$ cat config.mk
export PLATFORM = sky130hd
export DESIGN_NAME = mult_div_unit
export DESIGN_NICKNAME = d
export VERILOG_FILES = /design/src/rtl/mult_div_unit.sv
export SDC_FILE = /design/constraint.sdc
export NUM_CORES = 1
export LEC_CHECK = 0
export BUFFER_PORTS_ARGS = -buffer_cell sky130_fd_sc_hd__buf_2
export CAP_MARGIN = 10
export CELL_PAD_IN_SITES_DETAIL_PLACEMENT = 0
export CELL_PAD_IN_SITES_GLOBAL_PLACEMENT = 1
export CORE_AREA = 2 2 197 199
export CTS_BUF_LIST = sky130_fd_sc_hd__clkbuf_8
export DETAILED_ROUTE_END_ITERATION = 10
export DIE_AREA = 0 0 199 201
export PLACE_DENSITY_LB_ADDON = 0.1
export SYNTH_ARGS = -nofsm -noshare
export SYNTH_HDL_FRONTEND = slang
export SYNTH_SLANG_ARGS = --single-unit
$ cat constraint.sdc
create_clock -name clk -period 4.25 [get_ports clk]
set_clock_uncertainty 0.05 [all_clocks]
set_input_delay 0.85 -clock clk [delete_from_list [all_inputs] [get_ports clk]]
set_output_delay 0.85 -clock clk [all_outputs]
set_load 0.03 [all_outputs]
$ cat src/rtl/mult_div_unit.sv
// Iterative 32-bit multiply/divide unit with HI/LO result registers.
// One shift-add (multiply) or restoring shift-subtract (divide) step per
// RUN cycle; 32 steps per operation. Signed operations work on magnitudes
// and fix the signs when the final result is written to hi/lo.
module mult_div_unit (
  input  logic        clk,
  input  logic        reset,
  input  logic        start,
  input  logic [1:0]  op,
  input  logic [31:0] operand_a,
  input  logic [31:0] operand_b,
  input  logic        hi_write,
  input  logic        lo_write,
  input  logic [31:0] write_data,
  output logic        busy,
  output logic        done,
  output logic [31:0] hi,
  output logic [31:0] lo
);

  localparam int DATA_W = 32;
  localparam int PROD_W = 2 * DATA_W;
  localparam logic [4:0] LAST_STEP = 5'd31;

  typedef enum logic [1:0] {
    S_IDLE = 2'b00,
    S_RUN  = 2'b01,
    S_DONE = 2'b10
  } state_t;

  state_t state, state_next;
  logic [4:0] step_cnt;

  // Magnitude of a value, taken only for signed operations.
  function automatic logic [DATA_W-1:0] abs_val(input logic signed [DATA_W-1:0] v,
                                                input logic is_signed);
    if (is_signed && (v < 0)) abs_val = $unsigned(-v);
    else                      abs_val = $unsigned(v);
  endfunction

  // Conditional two's complement negation, 32-bit.
  function automatic logic [DATA_W-1:0] cond_neg32(input logic [DATA_W-1:0] v,
                                                   input logic n);
    cond_neg32 = n ? (~v + 32'd1) : v;
  endfunction

  // Conditional two's complement negation, 64-bit.
  function automatic logic [PROD_W-1:0] cond_neg64(input logic [PROD_W-1:0] v,
                                                   input logic n);
    cond_neg64 = n ? (~v + 64'd1) : v;
  endfunction

  // Operand conditioning at the accepting edge
  logic signed [DATA_W-1:0] a_s, b_s;
  logic                     op_signed;
  logic [DATA_W-1:0]        a_mag, b_mag;
  logic                     accept, mt_write, last_edge;

  assign a_s       = operand_a;
  assign b_s       = operand_b;
  assign op_signed = ~op[0];
  assign a_mag     = abs_val(a_s, op_signed);
  assign b_mag     = abs_val(b_s, op_signed);

  // start is only honoured outside RUN; MTHI/MTLO lose to an accepted start.
  assign accept    = start && (state != S_RUN);
  assign mt_write  = (hi_write || lo_write) && (state != S_RUN) && !accept;
  assign last_edge = (state == S_RUN) && (step_cnt == LAST_STEP);

  // Captured operation context and iteration accumulator (p0 stage)
  logic              is_div_p0;
  logic              neg_q_p0;
  logic              neg_r_p0;
  logic              b_zero_p0;
  logic [DATA_W-1:0] mag_p0;
  logic [DATA_W-1:0] acc_hi_p0;
  logic [DATA_W-1:0] acc_lo_p0;

  // State register
  always_ff @(posedge clk or posedge reset) begin
    if (reset) state <= S_IDLE;
    else       state <= state_next;
  end

  // Next-state decode; busy/done are direct decodes of the state flops
  always_comb begin
    state_next = state;
    busy       = 1'b0;
    done       = 1'b0;
    case (state)
      S_IDLE: begin
        if (start) state_next = S_RUN;
      end
      S_RUN: begin
        busy = 1'b1;
        if (step_cnt == LAST_STEP) state_next = S_DONE;
      end
      S_DONE: begin
        done = 1'b1;
        state_next = start ? S_RUN : S_IDLE;
      end
      default: state_next = S_IDLE;
    endcase
  end

  // Step counter: 0 on the accepting edge, advances once per RUN cycle
  always_ff @(posedge clk or posedge reset) begin
    if (reset)               step_cnt <= 5'd0;
    else if (accept)         step_cnt <= 5'd0;
    else if (state == S_RUN) step_cnt <= step_cnt + 5'd1;
  end

  // One iteration step of the shift-add multiplier or restoring divider
  logic [DATA_W:0]   add_sum;
  logic [DATA_W:0]   shifted;
  logic              fits;
  logic [DATA_W-1:0] step_hi, step_lo;

  always_comb begin
    add_sum = '0;
    shifted = '0;
    fits    = 1'b0;
    step_hi = acc_hi_p0;
    step_lo = acc_lo_p0;
    if (is_div_p0) begin
      // Remainder shifts in the next dividend bit; subtract when divisor fits.
      shifted = {acc_hi_p0, acc_lo_p0[DATA_W-1]};
      fits    = (shifted >= {1'b0, mag_p0});
      step_hi = fits ? DATA_W'(shifted - {1'b0, mag_p0}) : shifted[DATA_W-1:0];
      step_lo = {acc_lo_p0[DATA_W-2:0], fits};
    end else begin
      // Add multiplicand when multiplier LSB is set, then shift right.
      add_sum = {1'b0, acc_hi_p0} + (acc_lo_p0[0] ? {1'b0, mag_p0} : {(DATA_W+1){1'b0}});
      step_hi = add_sum[DATA_W:1];
      step_lo = {add_sum[0], acc_lo_p0[DATA_W-1:1]};
    end
  end

  // Final sign correction applied to the last step's output
  logic [PROD_W-1:0] prod;
  logic [DATA_W-1:0] quot, rem, res_hi, res_lo;

  always_comb begin
    prod   = cond_neg64({step_hi, step_lo}, neg_q_p0);
    quot   = b_zero_p0 ? {DATA_W{1'b1}} : cond_neg32(step_lo, neg_q_p0);
    rem    = cond_neg32(step_hi, neg_r_p0);
    res_hi = is_div_p0 ? rem  : prod[PROD_W-1:DATA_W];
    res_lo = is_div_p0 ? quot : prod[DATA_W-1:0];
  end

  // Operand capture on accept, one iteration step per RUN cycle
  always_ff @(posedge clk) begin
    if (accept) begin
      is_div_p0 <= op[1];
      neg_q_p0  <= op_signed & (operand_a[DATA_W-1] ^ operand_b[DATA_W-1]);
      neg_r_p0  <= op_signed & operand_a[DATA_W-1];
      b_zero_p0 <= (operand_b == '0);
      mag_p0    <= op[1] ? b_mag : a_mag;
      acc_hi_p0 <= '0;
      acc_lo_p0 <= op[1] ? a_mag : b_mag;
    end else if (state == S_RUN) begin
      acc_hi_p0 <= step_hi;
      acc_lo_p0 <= step_lo;
    end
  end

  // Architectural HI/LO: loaded by the final step or by MTHI/MTLO
  always_ff @(posedge clk or posedge reset) begin
    if (reset) begin
      hi <= '0;
      lo <= '0;
    end else if (last_edge) begin
      hi <= res_hi;
      lo <= res_lo;
    end else if (mt_write) begin
      if (hi_write) hi <= write_data;
      if (lo_write) lo <= write_data;
    end
  end

endmodule

==> impl_metrics.json, run 1 <==
{
  "status": "finished with violations",
  "violations": "setup timing",
  "numCtsBuffers": 17,
  "avgRoutedWirePerCell_um": 22.8,
  "ant_nets": 0,
  "timing.final.crit_period_ps": 4460,
  "num_vias": 16900,
  "htreeDepth": 4,
  "clock_sinks": 171,
  "drv_slew": 0,
  "leakage_nw": 9.13,
  "drt_iter0_drc": 1396,
  "setup_tns_ps": -388,
  "area_growth_pct": 32.9,
  "netlist_area_um2": 15800,
  "worstPathRequired_ps": 4630,
  "cp.arrival_ps": 4840,
  "synth_top_cell_by_area": "edfxtp_1",
  "synthTopCellsByArea": "edfxtp_1, dfrtp_1, mux2i_1, a21oi_1, ha_1",
  "insertion_delay_ps": 540,
  "hpwl_um": 53300,
  "first_pass_iters": 10,
  "yosys_register_bits": 171,
  "crit_fanout": 4,
  "syn_avg_cell_area_um2": 8.07,
  "dieArea_um2": 40000,
  "die_h_um": 201,
  "io_buffers": 168,
  "setup_viol": 7,
  "hold_viol_final": 0,
  "synth-edff-count": 68,
  "io_pins": 169,
  "powerDensity_nw_per_um2": 872,
  "ys_warn_count": 0,
  "vdd_drop_max_mv": 0.595,
  "worstHoldPathType": "in2async",
  "cts_tree": "built",
  "stdcell_count": 2915,
  "cp-end-kind": "flop",
  "core-area_um2": 38100,
  "overflow": 0,
  "fin_crit_sh": 1.05,
  "synth.most_common_cell": "nand2_1",
  "rsz0062_at_grt": "true",
  "grt_usage": 0.332,
  "yosys-top-cells-count": "nand2_1, a21oi_1, nor2_1, mux2i_1, o21ai_0",
  "hold_buffers": 0,
  "gp_congestion": 0.961,
  "via_per_inst": 5.80,
  "netlist_instances": 1955,
  "rows": 72,
  "clock.fmax_ghz": 0.224,
  "dp.cells": 2849,
  "worstSetupStartpointType": "flop",
  "crit_type": "reg2reg",
  "yosysSeqAreaShare": 0.283,
  "ys.flop_type": "dfrtp_1",
  "wl_um": 66500,
  "antenna_found_initial": 0,
  "grt_first_pass_wirelength_um": 98900,
  "initial_core_util": 0.414,
  "die_w_um": 199,
  "drc": 0,
  "path_clk_slew_ps": 110,
  "grt_max_degree": 98,
  "async_flop_share": 0.415,
  "grt_pass1_vias": 16500,
  "maxSlewHeadroom": 0.301,
  "cts_buffer_depth": 2,
  "fin_util": 0.550,
  "tightest_slew_ps": 1040,
  "drive_above_1_share": 0.313,
  "layout.nets": 2558,
  "max_cap_violations": 0,
  "synthDistinctLibCells": 95,
  "cts_root_buf": "clkbuf_8",
  "yosysTopAreaCellShare": 0.129,
  "syn_nets": 2130,
  "setup_slack_ps": -210
}
## placed cells by master, fill, tap and decap left out, types with 44 or more instances in the layout
| cell type | count |
|---|---|
| a21oi_1 | 165 |
| nand2_1 | 209 |
| buf_2 | 167 |
| buf_4 | 338 |
| xnor2_1 | 94 |
| edfxtp_1 | 68 |
| dfrtp_1 | 71 |
| nor3_1 | 44 |
| xor2_1 | 60 |
| o21ai_0 | 110 |
| inv_1 | 72 |
| mux2i_1 | 118 |
| nor2_1 | 131 |
| nand3_1 | 49 |
## sequential cells by signal, indices dropped and copies added (netlist names)
register / count
neg_r_p0: 1
b_zero_p0: 1
acc_lo_p0: 32
state: 2
hi: 32
neg_q_p0: 1
step_cnt: 5
acc_hi_p0: 32
lo: 32
mag_p0: 32
is_div_p0: 1
## power breakdown
group	leakage, nW	switching (W)	internal [W]	total, W
logic	7.16	0.00782	0.00607	0.0139
registers	1.78	0.000623	0.00255	0.00318
clock network	0.199	0.000774	0.000446	0.00122
## cell families after synthesis
group           Yosys count  synth area share
xor+xnor                158            0.0877
compound gates          567             0.234
mux                     127            0.0813
flops                   171             0.283
fa+ha+maj                72            0.0581
buf+inv                 190            0.0486
simple gates            670             0.207
## what timing repair did
action,in CTS,in global routing
endpoints found under the hold margin,0,0
resized for setup,66,126
pin swaps,19,68
gates cloned,1,0
buffers inserted,11,22
setup endpoints to repair,25,33
## worst max-delay path, stage by stage, from the launching register on
cell	delay (ps)
edfxtp_1	490
inv_1	80
ha_1	340
nand4_1	160
nor4_2	300
buf_4	170
a31oi_4	90
o31a_1	200
buf_4	200
a21o_1	180
a221o_1	370
a2111oi_4	390
buf_4	210
nor2_4	50
o2bb2ai_4	170
nand3_2	100
o41a_1	460
xnor2_2	170
o21a_1	170
## metrics by stage
| step | setup WS [ps] | total power [W] | hold WS (ps) | instance area, µm² |
|---|---|---|---|---|
| after floorplan | -14.5 | 0.0101 | 415 | 15900 |
| after global routing | -323 | 0.0194 | 443 | 21000 |
| final | -210 | 0.0183 | 404 | 21000 |
| after detailed placement | -399 | 0.0157 | 415 | 19300 |
| after global placement | -362 | 0.0156 | 413 | 19300 |
| after CTS | -76.2 | 0.0174 | 392 | 20100 |
## final timing paths
check	slack, ps	cells after the start	endpoint	from
setup reg to reg	-210	18	hi[31]$_DFFE_PP0P_	mag_p0[21]$_DFFE_PP_
setup / recovery	-210	18	hi[31]$_DFFE_PP0P_	mag_p0[21]$_DFFE_PP_
max in group asynchronous	2970	3	lo[3]$_DFFE_PP0P_	reset
hold / removal	400	2	state[0]$_DFFE_PP0P_	reset
min in group clk	440	1	lo[15]$_DFFE_PP0P_	lo[15]$_DFFE_PP0P_
hold reg to reg	440	1	lo[15]$_DFFE_PP0P_	lo[15]$_DFFE_PP0P_
## area by class of cell
cell class	instances	area, µm²
fillers	3718	17100
multi-input cells	1594	11600
flip-flops and latches	171	4460
repair buffers	521	3580
well taps	518	648
inverters	78	293
clock buffers	18	248
clock inverters	14	126
diodes	1	2.50
## layer usage
layer	vias up	wire length, µm	track usage
li1	8007	-	-
met1	8224	27500	0.417
met2	556	31900	0.553
met3	132	3660	0.0514
met4	0	3440	0.161
met5	-	0	0
No activity file was read; power rests on OpenSTA's default activity.
==> run 2, diff against run 1 <==
--- a/config.mk
+++ b/config.mk
@@ -9,10 +9,10 @@
 export CAP_MARGIN = 10
 export CELL_PAD_IN_SITES_DETAIL_PLACEMENT = 0
 export CELL_PAD_IN_SITES_GLOBAL_PLACEMENT = 1
-export CORE_AREA = 2 2 197 199
+export CORE_AREA = 2 2 233 235
 export CTS_BUF_LIST = sky130_fd_sc_hd__clkbuf_8
 export DETAILED_ROUTE_END_ITERATION = 10
-export DIE_AREA = 0 0 199 201
+export DIE_AREA = 0 0 235 237
 export PLACE_DENSITY_LB_ADDON = 0.1
 export SYNTH_ARGS = -nofsm -noshare
 export SYNTH_HDL_FRONTEND = slang
==> impl_metrics.json, run 2 (same netlist as run 1, synthesis figures left out) <==
{
  "worstSetupStartpointType": "flop",
  "hpwl_um": 59100,
  "path_clk_slew_ps": 120,
  "gp_congestion": 0.940,
  "swShare": 0.502,
  "cp.arrival_ps": 4730,
  "violations": "setup timing",
  "setup_slack_ps": -108,
  "power_frac_seq": 0.169,
  "cp-end-kind": "flop",
  "numCtsBuffers": 17,
  "worstPathRequired_ps": 4620,
  "ant_nets": 0,
  "crit_start": "mag_p0[11]$_DFFE_PP_",
  "layout.nets": 2612,
  "crit_buf_inv": 3,
  "dieArea_um2": 55700,
  "timing.final.crit_period_ps": 4360,
  "drv_slew": 0,
  "layout_common_cells": "buf_4, nand2_1, buf_2",
  "cts_tree": "built",
  "r2r_setup_slack_ps": -110,
  "cp_common_cell": "inv_2",
  "drive_above_1_share": 0.331,
  "die_h_um": 237,
  "r2r_start": "mag_p0[11]$_DFFE_PP_",
  "hold_buffers": 0,
  "tightest_slew_ps": 1190,
  "crit_path_cell_trace": "inv_2 > ha_4 > nand4_4 > or3_4 > a211oi_4 > o21a_2 > nor2_4 > nand2_1 > o211ai_1 > a21boi_2 > inv_1 > ha_2 > inv_2 > nor4_4 > nand3b_4 > or4_4 > a21oi_4 > xnor2_1 > a21oi_1",
  "crit_fanout": 5,
  "die_w_um": 235,
  "grt_usage": 0.258,
  "fin_util": 0.407,
  "first_pass_iters": 5,
  "fin_crit_sh": 1.03,
  "grt_pass1_vias": 17000,
  "critical_path.slowest_cell": "or4_4",
  "clock_sinks": 171,
  "max_cap_violations": 0,
  "maxSlewHeadroom": 0.209,
  "via_per_inst": 5.34,
  "drt_iter0_drc": 1200,
  "rows": 85,
  "io_buffers": 168,
  "final_common_cell": "buf_4",
  "initial_core_util": 0.296,
  "avgRoutedWirePerCell_um": 23.2,
  "comb_power_share": 0.760,
  "antenna_found_initial": 1,
  "powerDensity_nw_per_um2": 877,
  "power_frac_clock": 0.071,
  "overflow": 0,
  "cts_root_buf": "clkbuf_8",
  "cts_buffer_depth": 2,
  "setup_viol": 5,
  "worstHoldPathType": "in2async",
  "io_pins": 169,
  "switching_power_w": 0.00956,
  "clock.fmax_ghz": 0.229,
  "cpPeakStageDelay_ps": 560,
  "crit_type": "reg2reg",
  "area_growth_pct": 37.6,
  "core-area_um2": 53300,
  "crit_family": "simple AND/OR/NAND/NOR gates",
  "grt_first_pass_wirelength_um": 107000,
  "grt_max_degree": 64,
  "insertion_delay_ps": 590,
  "fin_hold_ws_ps": 335,
  "drc": 0,
  "num_vias": 16800,
  "leakage_nw": 9.41,
  "rsz0062_at_grt": "true",
  "wl_um": 73000,
  "vdd_drop_max_mv": 0.349,
  "htreeDepth": 4,
  "internal_power_w": 0.00947,
  "hold_viol_final": 0,
  "status": "finished with violations"
}
## run 2: cell types whose count changed in the layout (fill, tap and decap cells not counted), moves of 4 or more
cell,before,now
buf_4,338,395
inv_8,5,1
mux2i_1,118,114
nor2_2,6,10
## run 2: cell type report
class / count / area (µm²)
Antenna cell: 1 / 2.50
Clock buffer: 19 / 262
Clock inverter: 13 / 158
Fill cell: 5522 / 31600
Inverter: 78 / 293
Multi-Input combinational cell: 1594 / 11700
Sequential cell: 171 / 4460
Tap cell: 696 / 871
Timing Repair Buffer: 575 / 3960
## run 2: power groups by stage
stage	registers (W)	clock network, W	logic [W]
floorplan	0.00362	0	0.00652
global placement	0.00321	0	0.0130
detailed placement	0.00322	0	0.0130
CTS	0.00320	0.00140	0.0137
global route	0.00328	0.00144	0.0155
finish	0.00321	0.00136	0.0145
## run 2: path summary, 6_finish.rpt
path | cells after the start | end
worst max register to register | 19 | hi[20]$_DFFE_PP0P_
max in group asynchronous | 3 | lo[16]$_DFFE_PP0P_
worst min register to register | 1 | lo[15]$_DFFE_PP0P_
worst min-delay path | 2 | hi[22]$_DFFE_PP0P_
worst max-delay path | 19 | hi[20]$_DFFE_PP0P_
min in group clk | 1 | lo[15]$_DFFE_PP0P_
## run 2: through the flow
step | area (µm²) | setup slack, ps | total power, W | std cells | TNS [ps]
after floorplan | 15900 | -14.5 | 0.0101 | 1955 | -14.5
after global placement | 19800 | -514 | 0.0162 | 3069 | -10150
after detailed placement | 19800 | -473 | 0.0162 | 3069 | -10160
after CTS | 20900 | -6.53 | 0.0183 | 3123 | -6.53
after global routing | 21700 | -249 | 0.0203 | 3146 | -1780
final | 21700 | -108 | 0.0190 | 3147 | -176
## run 2: metal layers
metal  track usage  routed length (µm)  share of wire  vias up
met5             0                   0              0        -
met3        0.0384                2890          0.040      125
met4         0.120                3420          0.047        0
met2         0.444               35500           0.49      382
met1         0.316               31200           0.43     8178
li1              -                   -              -     8119
## run 2: timing repair
action	CTS	global route
setup buffers	21	23
pin swaps	35	60
cloned	1	1
setup endpoints to repair	46	39
gates resized for setup	92	118
==> run 3, diff against run 2 <==
==> constraint.sdc (replaced) <==
create_clock -name clk -period 4.25 [get_ports clk]
set_clock_uncertainty 0.05 [all_clocks]
set_input_delay 0.2125 -clock clk [delete_from_list [all_inputs] [get_ports clk]]
set_output_delay 0.2125 -clock clk [all_outputs]
set_load 0.03 [all_outputs]
==> impl_metrics.json, run 3 (same netlist as run 1, synthesis figures left out) <==
{
  "io_pins": 169,
  "min_path_cells": 4,
  "status": "finished with violations",
  "layout_common_cells": "buf_4, nand2_1, buf_2",
  "clock.fmax_ghz": 0.229,
  "timing.final.crit_period_ps": 4360,
  "worstSetupStartpointType": "flop",
  "numCtsBuffers": 17,
  "r2r_cells": 18,
  "antenna_found_initial": 2,
  "setup_slack_ps": -109,
  "overflow": 0,
  "drv_slew": 0,
  "hold_end": "hi[22]$_DFFE_PP0P_",
  "first_pass_iters": 5,
  "grt_pass1_vias": 16800,
  "via_per_inst": 5.35,
  "grt_first_pass_wirelength_um": 106000,
  "powerDensity_nw_per_um2": 865,
  "die_h_um": 237,
  "avgRoutedWirePerCell_um": 23.0,
  "core-area_um2": 53300,
  "cp-end-kind": "flop",
  "hold_viol_final": 0,
  "leakage_nw": 9.56,
  "drive_above_1_share": 0.334,
  "initial_core_util": 0.296,
  "grt_max_degree": 68,
  "area_growth_pct": 40.5,
  "drc": 0,
  "dpl_worst_slack_ps": -400,
  "setup_tns_ps": -113,
  "hpwl_um": 58300,
  "tightest_slew_ps": 1090,
  "grt_usage": 0.255,
  "cts_buffer_depth": 2,
  "min_from": "write_data[22]",
  "fill_cells": 5425,
  "cts_tree": "built",
  "fin_util": 0.416,
  "dp.cells": 3055,
  "maxSlewHeadroom": 0.268,
  "gp_congestion": 0.939,
  "crit_type": "reg2reg",
  "layout.nets": 2639,
  "r2r_setup_slack_ps": -110,
  "vdd_drop_max_mv": 0.377,
  "clock_sinks": 171,
  "final_common_cell": "buf_4",
  "fin_hold_ws_ps": 68.3,
  "crit_fanout": 10,
  "worstPathRequired_ps": 4680,
  "dieArea_um2": 55700,
  "wl_um": 73000,
  "max_cap_violations": 0,
  "fin_crit_sh": 1.03,
  "rsz0062_at_grt": "true",
  "rows": 85,
  "drt_iter0_drc": 1213,
  "timing.rr.end": "hi[31]$_DFFE_PP0P_",
  "die_w_um": 235,
  "num_vias": 17000,
  "ant_nets": 0,
  "path_clk_slew_ps": 110,
  "io_buffers": 168,
  "insertion_delay_ps": 580,
  "r2r_start": "mag_p0[13]$_DFFE_PP_",
  "cts_root_buf": "clkbuf_8",
  "htreeDepth": 4,
  "worstHoldPathType": "in2reg",
  "violations": "setup timing",
  "cp.arrival_ps": 4790,
  "setup_viol": 3,
  "stdcell_count": 3174
}
run 3: cell types whose count changed in the layout (fill, tap and decap cells not counted), moves of 5 or more:
cell / delta
dlygate4sd3_1: +37
buf_4: -23
buf_6: +11
inv_1: -9
nand2_1: -8
a21oi_1: -7
a21oi_2: +7
inv_2: +7
nand2_2: +7
nor2_4: +7
nor2_2: -6
ha_1: -5
run 3: what timing repair did:
action                                  in CTS  in global routing
hold buffers                                37                  0
gates cloned                                 0                  2
gates resized for setup                     83                166
endpoints found under the setup margin      42                 33
pin swaps                                   36                114
endpoints found under the hold margin       88                  0
setup buffers                               15                 40
run 3: how the worst max path moves through the flow:
| stage | start | to | slack (ps) | depth (start not counted) |
|---|---|---|---|---|
| detailed placement | mag_p0[27]$_DFFE_PP_ | hi[24]$_DFFE_PP0P_ | -400 | 23 |
| global route | acc_lo_p0[0]$_DFFE_PP_ | hi[30]$_DFFE_PP0P_ | -230 | 19 |
| floorplan | mag_p0[12]$_DFFE_PP_ | hi[28]$_DFFE_PP0P_ | -10 | 23 |
| CTS | acc_lo_p0[0]$_DFFE_PP_ | hi[23]$_DFFE_PP0P_ | -4 | 17 |
| global placement | mag_p0[27]$_DFFE_PP_ | hi[30]$_DFFE_PP0P_ | -430 | 22 |
| finish | mag_p0[13]$_DFFE_PP_ | hi[31]$_DFFE_PP0P_ | -110 | 18 |
run 3: critical path, stage by stage, from the launching register on:
cell	delay [ps]
edfxtp_1	460
inv_2	100
ha_4	200
buf_6	120
o21a_1	180
o21bai_2	210
o221ai_4	170
o21a_2	250
buf_6	150
or4_1	400
a221o_1	390
a2111oi_4	360
buf_4	190
nor2_4	40
o2bb2ai_2	160
nand3_1	90
o41a_1	400
xnor2_1	140
o21a_1	180
run 3: layout make-up:
class                   count  area, µm²  area share
diodes                      1       2.50    0.000113
clock buffers              18        248      0.0112
clock inverters            14        144     0.00649
inverters                  78        295      0.0133
multi-input cells        1594      11800       0.533
flip-flops and latches    171       4460       0.201
well taps                 696        871      0.0393
repair buffers            602       4340       0.196
run 3: metal layers:
metal	global-route usage	vias up	wire [µm]
met5	0	-	0
met4	0.0936	0	2160
met3	0.0244	89	2290
met2	0.450	367	36500
met1	0.323	8358	32100
li1	-	8171	-
run 3: power by group:
| part | total, W | internal (W) | switching [W] |
|---|---|---|---|
| sequential | 0.00322 | 0.00255 | 0.000664 |
| combinational | 0.0147 | 0.00651 | 0.00818 |
| clock | 0.00127 | 0.000454 | 0.000819 |
run 3: stage by stage:
step / cell area, µm² / power [W]
4_1_cts: 21000 / 0.0181
3_3_place_gp: 19700 / 0.0161
5_1_grt: 22200 / 0.0204
2_1_floorplan: 15900 / 0.0101
6_report: 22200 / 0.0192
3_5_place_dp: 19700 / 0.0162
